<file path="config.mk">
export PLATFORM = sky130hd
export DESIGN_NAME = hicore_wb_arbiter_flat
export DESIGN_NICKNAME = d
export VERILOG_FILES = /design/src/rtl/hicore_wb_arbiter_if.sv /design/src/rtl/hicore_wb_arbiter.sv /design/src/flat_wrapper.sv
export SDC_FILE = /design/constraint.sdc
export NUM_CORES = 1
export LEC_CHECK = 0
export CAP_MARGIN = 20
export CELL_PAD_IN_SITES_DETAIL_PLACEMENT = 0
export CELL_PAD_IN_SITES_GLOBAL_PLACEMENT = 1
export CORE_ASPECT_RATIO = 1.75
export CORE_UTILIZATION = 24
export DETAILED_ROUTE_END_ITERATION = 10
export GPL_TIMING_DRIVEN = 0
export PLACE_DENSITY = 0.9
export REMOVE_ABC_BUFFERS = 1
export SYNTH_ARGS = -nofsm -noshare
export SYNTH_HDL_FRONTEND = slang
export SYNTH_SLANG_ARGS = --single-unit
</file>
<file path="constraint.sdc">
create_clock -name clk -period 3.4 [get_ports clk]
set_input_delay 0.68 -clock clk [delete_from_list [all_inputs] [get_ports clk]]
set_output_delay 0.68 -clock clk [all_outputs]
set_load 0.05 [all_outputs]
</file>
<file path="src/rtl/hicore_wb_arbiter_if.sv">
// Write-back request bundle between the execution units and the ROB write-back arbiter.
// master = requesting side (units/flush source), slave = arbiter side.
interface hicore_wb_arbiter_if #(
  parameter int N_REQ  = 4,
  parameter int PTR_W  = 4,
  parameter int INFO_W = 38
);
  logic [N_REQ-1:0]        req_valid;
  logic [N_REQ-1:0]        req_cancel;
  logic [N_REQ*PTR_W-1:0]  req_ptr;
  logic [N_REQ*INFO_W-1:0] req_info;
  logic [N_REQ-1:0]        req_ready;
  logic                    flush;
  logic                    wb_wen;
  logic [PTR_W-1:0]        wb_ptr;
  logic [INFO_W-1:0]       wb_info;

  modport master (
    output req_valid, req_cancel, req_ptr, req_info, flush,
    input  req_ready, wb_wen, wb_ptr, wb_info
  );

  modport slave (
    input  req_valid, req_cancel, req_ptr, req_info, flush,
    output req_ready, wb_wen, wb_ptr, wb_info
  );
endinterface

</file>
<file path="src/rtl/hicore_wb_arbiter.sv">
// Round-robin arbiter sharing the single ROB write-back port among N_REQ execution units.
// One registered output stage; cancel and flush requests are acked without being written.
module hicore_wb_arbiter #(
  parameter int N_REQ  = 4,
  parameter int PTR_W  = 4,
  parameter int INFO_W = 38
) (
  input  logic                clk,
  input  logic                rst_n,
  hicore_wb_arbiter_if.slave  bus
);
  localparam int RR_W = (N_REQ > 1) ? $clog2(N_REQ) : 1;

  logic [N_REQ-1:0]  elig;
  logic [N_REQ-1:0]  gnt_oh;
  logic [N_REQ-1:0]  ack;
  logic              gnt_found;
  logic [RR_W-1:0]   gnt_idx;
  logic [PTR_W-1:0]  gnt_ptr;
  logic [INFO_W-1:0] gnt_info;

  logic [RR_W-1:0]   rr_ptr;
  logic              wen_q;
  logic [PTR_W-1:0]  ptr_q;
  logic [INFO_W-1:0] info_q;

  assign elig = bus.req_valid & ~bus.req_cancel & {N_REQ{~bus.flush}};

  // Two passes: indices at/above rr_ptr first, then wrap to the low indices.
  always_comb begin
    gnt_found = 1'b0;
    gnt_idx   = '0;
    for (int i = 0; i < N_REQ; i++) begin
      if (!gnt_found && elig[i] && (i >= int'(rr_ptr))) begin
        gnt_found = 1'b1;
        gnt_idx   = RR_W'(i);
      end
    end
    for (int i = 0; i < N_REQ; i++) begin
      if (!gnt_found && elig[i]) begin
        gnt_found = 1'b1;
        gnt_idx   = RR_W'(i);
      end
    end
  end

  always_comb begin
    gnt_oh   = '0;
    gnt_ptr  = '0;
    gnt_info = '0;
    for (int i = 0; i < N_REQ; i++) begin
      if (gnt_found && (gnt_idx == RR_W'(i))) begin
        gnt_oh[i] = 1'b1;
        gnt_ptr   = bus.req_ptr[i*PTR_W +: PTR_W];
        gnt_info  = bus.req_info[i*INFO_W +: INFO_W];
      end
    end
  end

  // Cancelled and flushed requests are consumed so the units can move on.
  assign ack = (bus.req_valid & bus.req_cancel)
             | (bus.req_valid & {N_REQ{bus.flush}})
             | gnt_oh;

  assign bus.req_ready = rst_n ? ack : '0;

  always_ff @(posedge clk or negedge rst_n) begin
    if (!rst_n) begin
      rr_ptr <= '0;
      wen_q  <= 1'b0;
      ptr_q  <= '0;
      info_q <= '0;
    end else if (gnt_found) begin
      rr_ptr <= (gnt_idx == RR_W'(N_REQ - 1)) ? '0 : gnt_idx + RR_W'(1);
      wen_q  <= 1'b1;
      ptr_q  <= gnt_ptr;
      info_q <= gnt_info;
    end else begin
      wen_q  <= 1'b0;
    end
  end

  // Flush also kills a write that was registered in the previous cycle.
  assign bus.wb_wen  = wen_q & ~bus.flush;
  assign bus.wb_ptr  = ptr_q;
  assign bus.wb_info = info_q;
endmodule

</file>
<file path="src/flat_wrapper.sv">
// flat-port wrapper written by rule: the top's interface ports become plain ports
module hicore_wb_arbiter_flat 
#(
  parameter int N_REQ  = 4,
  parameter int PTR_W  = 4,
  parameter int INFO_W = 38
)
  (clk, rst_n, bus_req_valid, bus_req_cancel, bus_req_ptr, bus_req_info, bus_flush, bus_req_ready, bus_wb_wen, bus_wb_ptr, bus_wb_info);
  hicore_wb_arbiter_if #(.N_REQ(N_REQ), .PTR_W(PTR_W), .INFO_W(INFO_W)) bus_i ();
  input  logic clk;
  input  logic rst_n;
  input wire logic [$bits(bus_i.req_valid)-1:0] bus_req_valid;
  input wire logic [$bits(bus_i.req_cancel)-1:0] bus_req_cancel;
  input wire logic [$bits(bus_i.req_ptr)-1:0] bus_req_ptr;
  input wire logic [$bits(bus_i.req_info)-1:0] bus_req_info;
  input wire logic [$bits(bus_i.flush)-1:0] bus_flush;
  output wire logic [$bits(bus_i.req_ready)-1:0] bus_req_ready;
  output wire logic [$bits(bus_i.wb_wen)-1:0] bus_wb_wen;
  output wire logic [$bits(bus_i.wb_ptr)-1:0] bus_wb_ptr;
  output wire logic [$bits(bus_i.wb_info)-1:0] bus_wb_info;
  assign bus_i.req_valid = bus_req_valid;
  assign bus_i.req_cancel = bus_req_cancel;
  assign bus_i.req_ptr = bus_req_ptr;
  assign bus_i.req_info = bus_req_info;
  assign bus_i.flush = bus_flush;
  assign bus_req_ready = bus_i.req_ready;
  assign bus_wb_wen = bus_i.wb_wen;
  assign bus_wb_ptr = bus_i.wb_ptr;
  assign bus_wb_info = bus_i.wb_info;
  hicore_wb_arbiter #(.N_REQ(N_REQ), .PTR_W(PTR_W), .INFO_W(INFO_W)) u_core (.clk(clk), .rst_n(rst_n), .bus(bus_i));
endmodule
</file>
==> impl_results.md <==
- Post-DP Area: approximately 5600 um^2
- DR vias/cell: slightly above 5
- Share of layout cells above drive strength 1: about a tenth
- Status: finished, final reports clean
- Psw: about 1.1 mW
- Mapped Cells: 370
- Max-slew violations: 0
- Ant diodes: 0
- CTS HTree Levels: 2
- Worst hold slack: between 0.4 and 0.5 ns
- Final hold viol count: 0
- Met2 wire len: around 7900 um
- Die X: just under 90 um
- CP peak stage delay: 0.53 ns
- Avg Inst Size Synth: about 8.7 um^2
- DRT met1 WL: ~5000 um
- Core Box Area: 13000 um^2
- Sequential power share: 27.2%
- Minimum clock period: roughly 3.4 ns
- Placed Cells: 730
- Die ar.: roughly 14000 um^2
- Yosys warns: 0
- Hpwl dp: just under 9000 um
- Mapped cell area: 3210 um^2
- Drt wl/cell: approximately 19 um
- Multi-input gate area: 1880 um^2
- Initial antenna violation count: 1
- Hold crit path type: input port to asynchronous set/reset pin
- Pleak: about 2.3 nW
- Crit share post-route: between 90 and 100%
- Largest net degree at the start of global routing: 44
- Number of vias in the routed layout: 3874
- Worst slew pin tran: approximately 0.70 ns
- DRC: 0
- Pint: approximately 1.6 mW
- Router iterations before antenna repair: 4
- CP required: roughly 2.7 ns
- CP arrival: roughly 2.7 ns
- DR top layer: met5
- Net Sw Frac: 40.7%
- Clock slew at reported path FFs: approximately 0.060 ns
- Overflow after GRT: 0
- Clk buf depth: 2
- Vias in the first global route: 4000
- Gpl congestion: roughly 0.85
- Crit path max-delay family: buffers and inverters
- Post-layout utilization of the core: between 40 and 50%
- RSZ-0062 raised after global routing: true
- Register area share after synthesis: roughly a third
- Final setup violation count: 0
- R2r endpoint: u_core.bus.wb_info[13]$_DFFE_PN0P_
- CP Buf/Inv Count: 4
- Fin area: 6010 um^2
- Combinational power share: a little over half
- PortBufs: 225
- Worst Setup End Kind: output port
- Critical-path cell list: clkdlybuf4s50_1 > nand2b_1 > mux2i_2 > a211oi_4 > buf_4 > inv_1 > ha_2 > nand2_1 > a21boi_1 > buf_4
- CP most frequent cell: buf_4
- Worst path slowest cell: clkdlybuf4s50_1
- Clk Tree Root Cell: clkbuf_16
- Worst-case reg-to-reg path depth: 13
- Area Overhead vs Synth: 86.9%
- Number of core rows: 55
- Peak supply drop: 0.201 mV
- PwrDens: around 440 nW/um^2
- First-pass GRT wire length: between 20000 and 25000 um
- Die H: roughly 160 um
- Clk sinks: 45
- Fill cells: 1242
- Power Total: ~2.6 mW
- Total GRT Usage: about a fifth
- Initial DRC Count: 174
- Setup CP Type: input port to output port
- TritonCTS clock tree: built
- Synth cell types: 37
- Starting Density: between 20 and 25%
- Clk pwr share: a little under a fifth
- CTS buffer count: 5
- Sequential cell area: 1130 um^2
- Clk_skew: 0.00242 ns
- Max_cap viols: 0
- Total Wirelength: 14200 um
- Final ANT Viol Nets: 0
- Post-Layout Cell Count: around 750
- IO Pins: 226
- Worst-Skew Late Latency: 0.28 ns
- Slew Limit Headroom: 53.3%
- Worst-path maximum fanout: 4
- NumNets Final: around 770
- Startpoint Class: input port
- R2R Path Start: u_core.rr_ptr[1]$_DFFE_PN0P_
- Met3 WL post-DR: a little under 900 um
- FF-to-FF setup slack: 0.66 ns
- Yosys reg bits: 45
- Maximum clock rate: ~0.29 GHz
-- synthesized netlist by cell type --
master | instances | area (um^2)
dfrtp_1 | 45 | 1130
nand2_1 | 38 | 143
nor2_1 | 37 | 139
inv_1 | 33 | 124
a211o_1 | 32 | 280
a31oi_1 | 29 | 181
a221oi_1 | 28 | 245
buf_2 | 17 | 85.1
clkbuf_1 | 13 | 48.8
nand2b_1 | 13 | 81.3
o21a_1 | 11 | 82.6
a22oi_1 | 10 | 75.1
a32oi_1 | 10 | 87.6
o211ai_1 | 10 | 75.1
a21boi_1 | 4 | 30.0
a221oi_2 | 4 | 60.1
a31oi_2 | 4 | 50.1
ha_1 | 4 | 50.1
o21ai_0 | 4 | 20.0
buf_4 | 3 | 22.5
buf_6 | 3 | 33.8
buf_8 | 2 | 30.0
nor2b_1 | 2 | 12.5
a211oi_1 | 1 | 7.51
a21oi_1 | 1 | 5.00
a41oi_1 | 1 | 8.76
and4b_1 | 1 | 10.0
buf_1 | 1 | 3.75
mux2_2 | 1 | 11.3
mux2i_1 | 1 | 10.0
nand2b_4 | 1 | 13.8
nand3b_1 | 1 | 7.51
nor2b_4 | 1 | 13.8
nor3b_1 | 1 | 7.51
nor3b_2 | 1 | 12.5
o32a_1 | 1 | 10.0
o32ai_1 | 1 | 8.76
-- sequential cells by signal, indices dropped and copies added (netlist names) --
name and cells:
u_core.bus.wb_info 38, u_core.bus.wb_ptr 4, u_core.rr_ptr 2, u_core.wen_q 1
-- layout by cell type, fill, tap and decap left out, types with 11 or more instances in the layout --
cell             count
a211o_1             32
a221oi_1            28
a31oi_1             29
clkdlybuf4s50_1    219
dfrtp_1             45
inv_1               33
nand2_1             38
nand2b_1            12
nor2_1              37
o21a_1              11
-- how the worst max path moves through the flow --
stage / start / end / slack, ns / depth (start not counted)
after global placement: bus_req_valid[1] / bus_req_ready[1] / -5.11 / 6
after global routing: bus_req_valid[2] / bus_req_ready[0] / -0.09 / 10
after floorplan: bus_req_cancel[1] / bus_req_ready[0] / -2.82 / 4
after detailed placement: bus_flush / bus_req_ready[1] / -1.77 / 8
after CTS: bus_req_cancel[0] / bus_req_ready[0] / 0.006 / 10
final: bus_req_valid[2] / bus_req_ready[0] / 0.0007 / 10
-- power groups by stage --
stage / sequential, mW / combinational [mW] / clock [mW]
after floorplan: 1.12 / 0.381 / 0
after global placement: 0.723 / 1.33 / 0
after detailed placement: 0.728 / 1.35 / 0
after CTS: 0.720 / 1.41 / 0.510
after global routing: 0.734 / 1.52 / 0.528
final: 0.720 / 1.44 / 0.484
-- layer usage --
| metal | vias to the layer above | track usage [%] |
|---|---|---|
| met5 | - | 0 |
| met4 | 2 | 8.24 |
| met3 | 30 | 3.98 |
| met2 | 196 | 38.5 |
| met1 | 1835 | 21.5 |
| li1 | 1811 | - |
-- metrics by stage --
| step | setup TNS (ns) | setup WS, ns |
|---|---|---|
| final | 0 | 0.000658 |
| after global routing | -0.0906 | -0.0906 |
| after CTS | 0 | 0.00631 |
| after detailed placement | -50.29 | -1.77 |
| after global placement | -191.70 | -5.11 |
| after floorplan | -85.88 | -2.82 |
-- layout make-up --
| type | count | area share [%] |
|---|---|---|
| well taps | 171 | 3.56 |
| multi-input cells | 255 | 31.3 |
| inverters | 33 | 2.06 |
| clock buffers | 7 | 2.38 |
| flip-flops and latches | 45 | 18.7 |
| repair buffers | 243 | 41.9 |
-- what timing repair did --
action	CTS	global route
buffers inserted	12	3
pin swaps	5	1
gates resized for setup	30	13
hold buffers	0	0
cloned	2	0
endpoints found under the setup margin	46	43
-- logic make-up (layout without fill, tap and decap cells) --
| group | count (synthesis) | after routing | synth area share, % |
|---|---|---|---|
| AO/OA/AOI/OAI | 151 | 152 | 38.2 |
| adder cells (fa/ha/maj) | 4 | 4 | 1.56 |
| buffers and inverters | 72 | 283 | 10.8 |
| flip-flops | 45 | 45 | 35.0 |
| multiplexers | 2 | 2 | 0.662 |
| AND/OR/NAND/NOR | 96 | 97 | 13.7 |
Power figures use the tool's default switching activity.
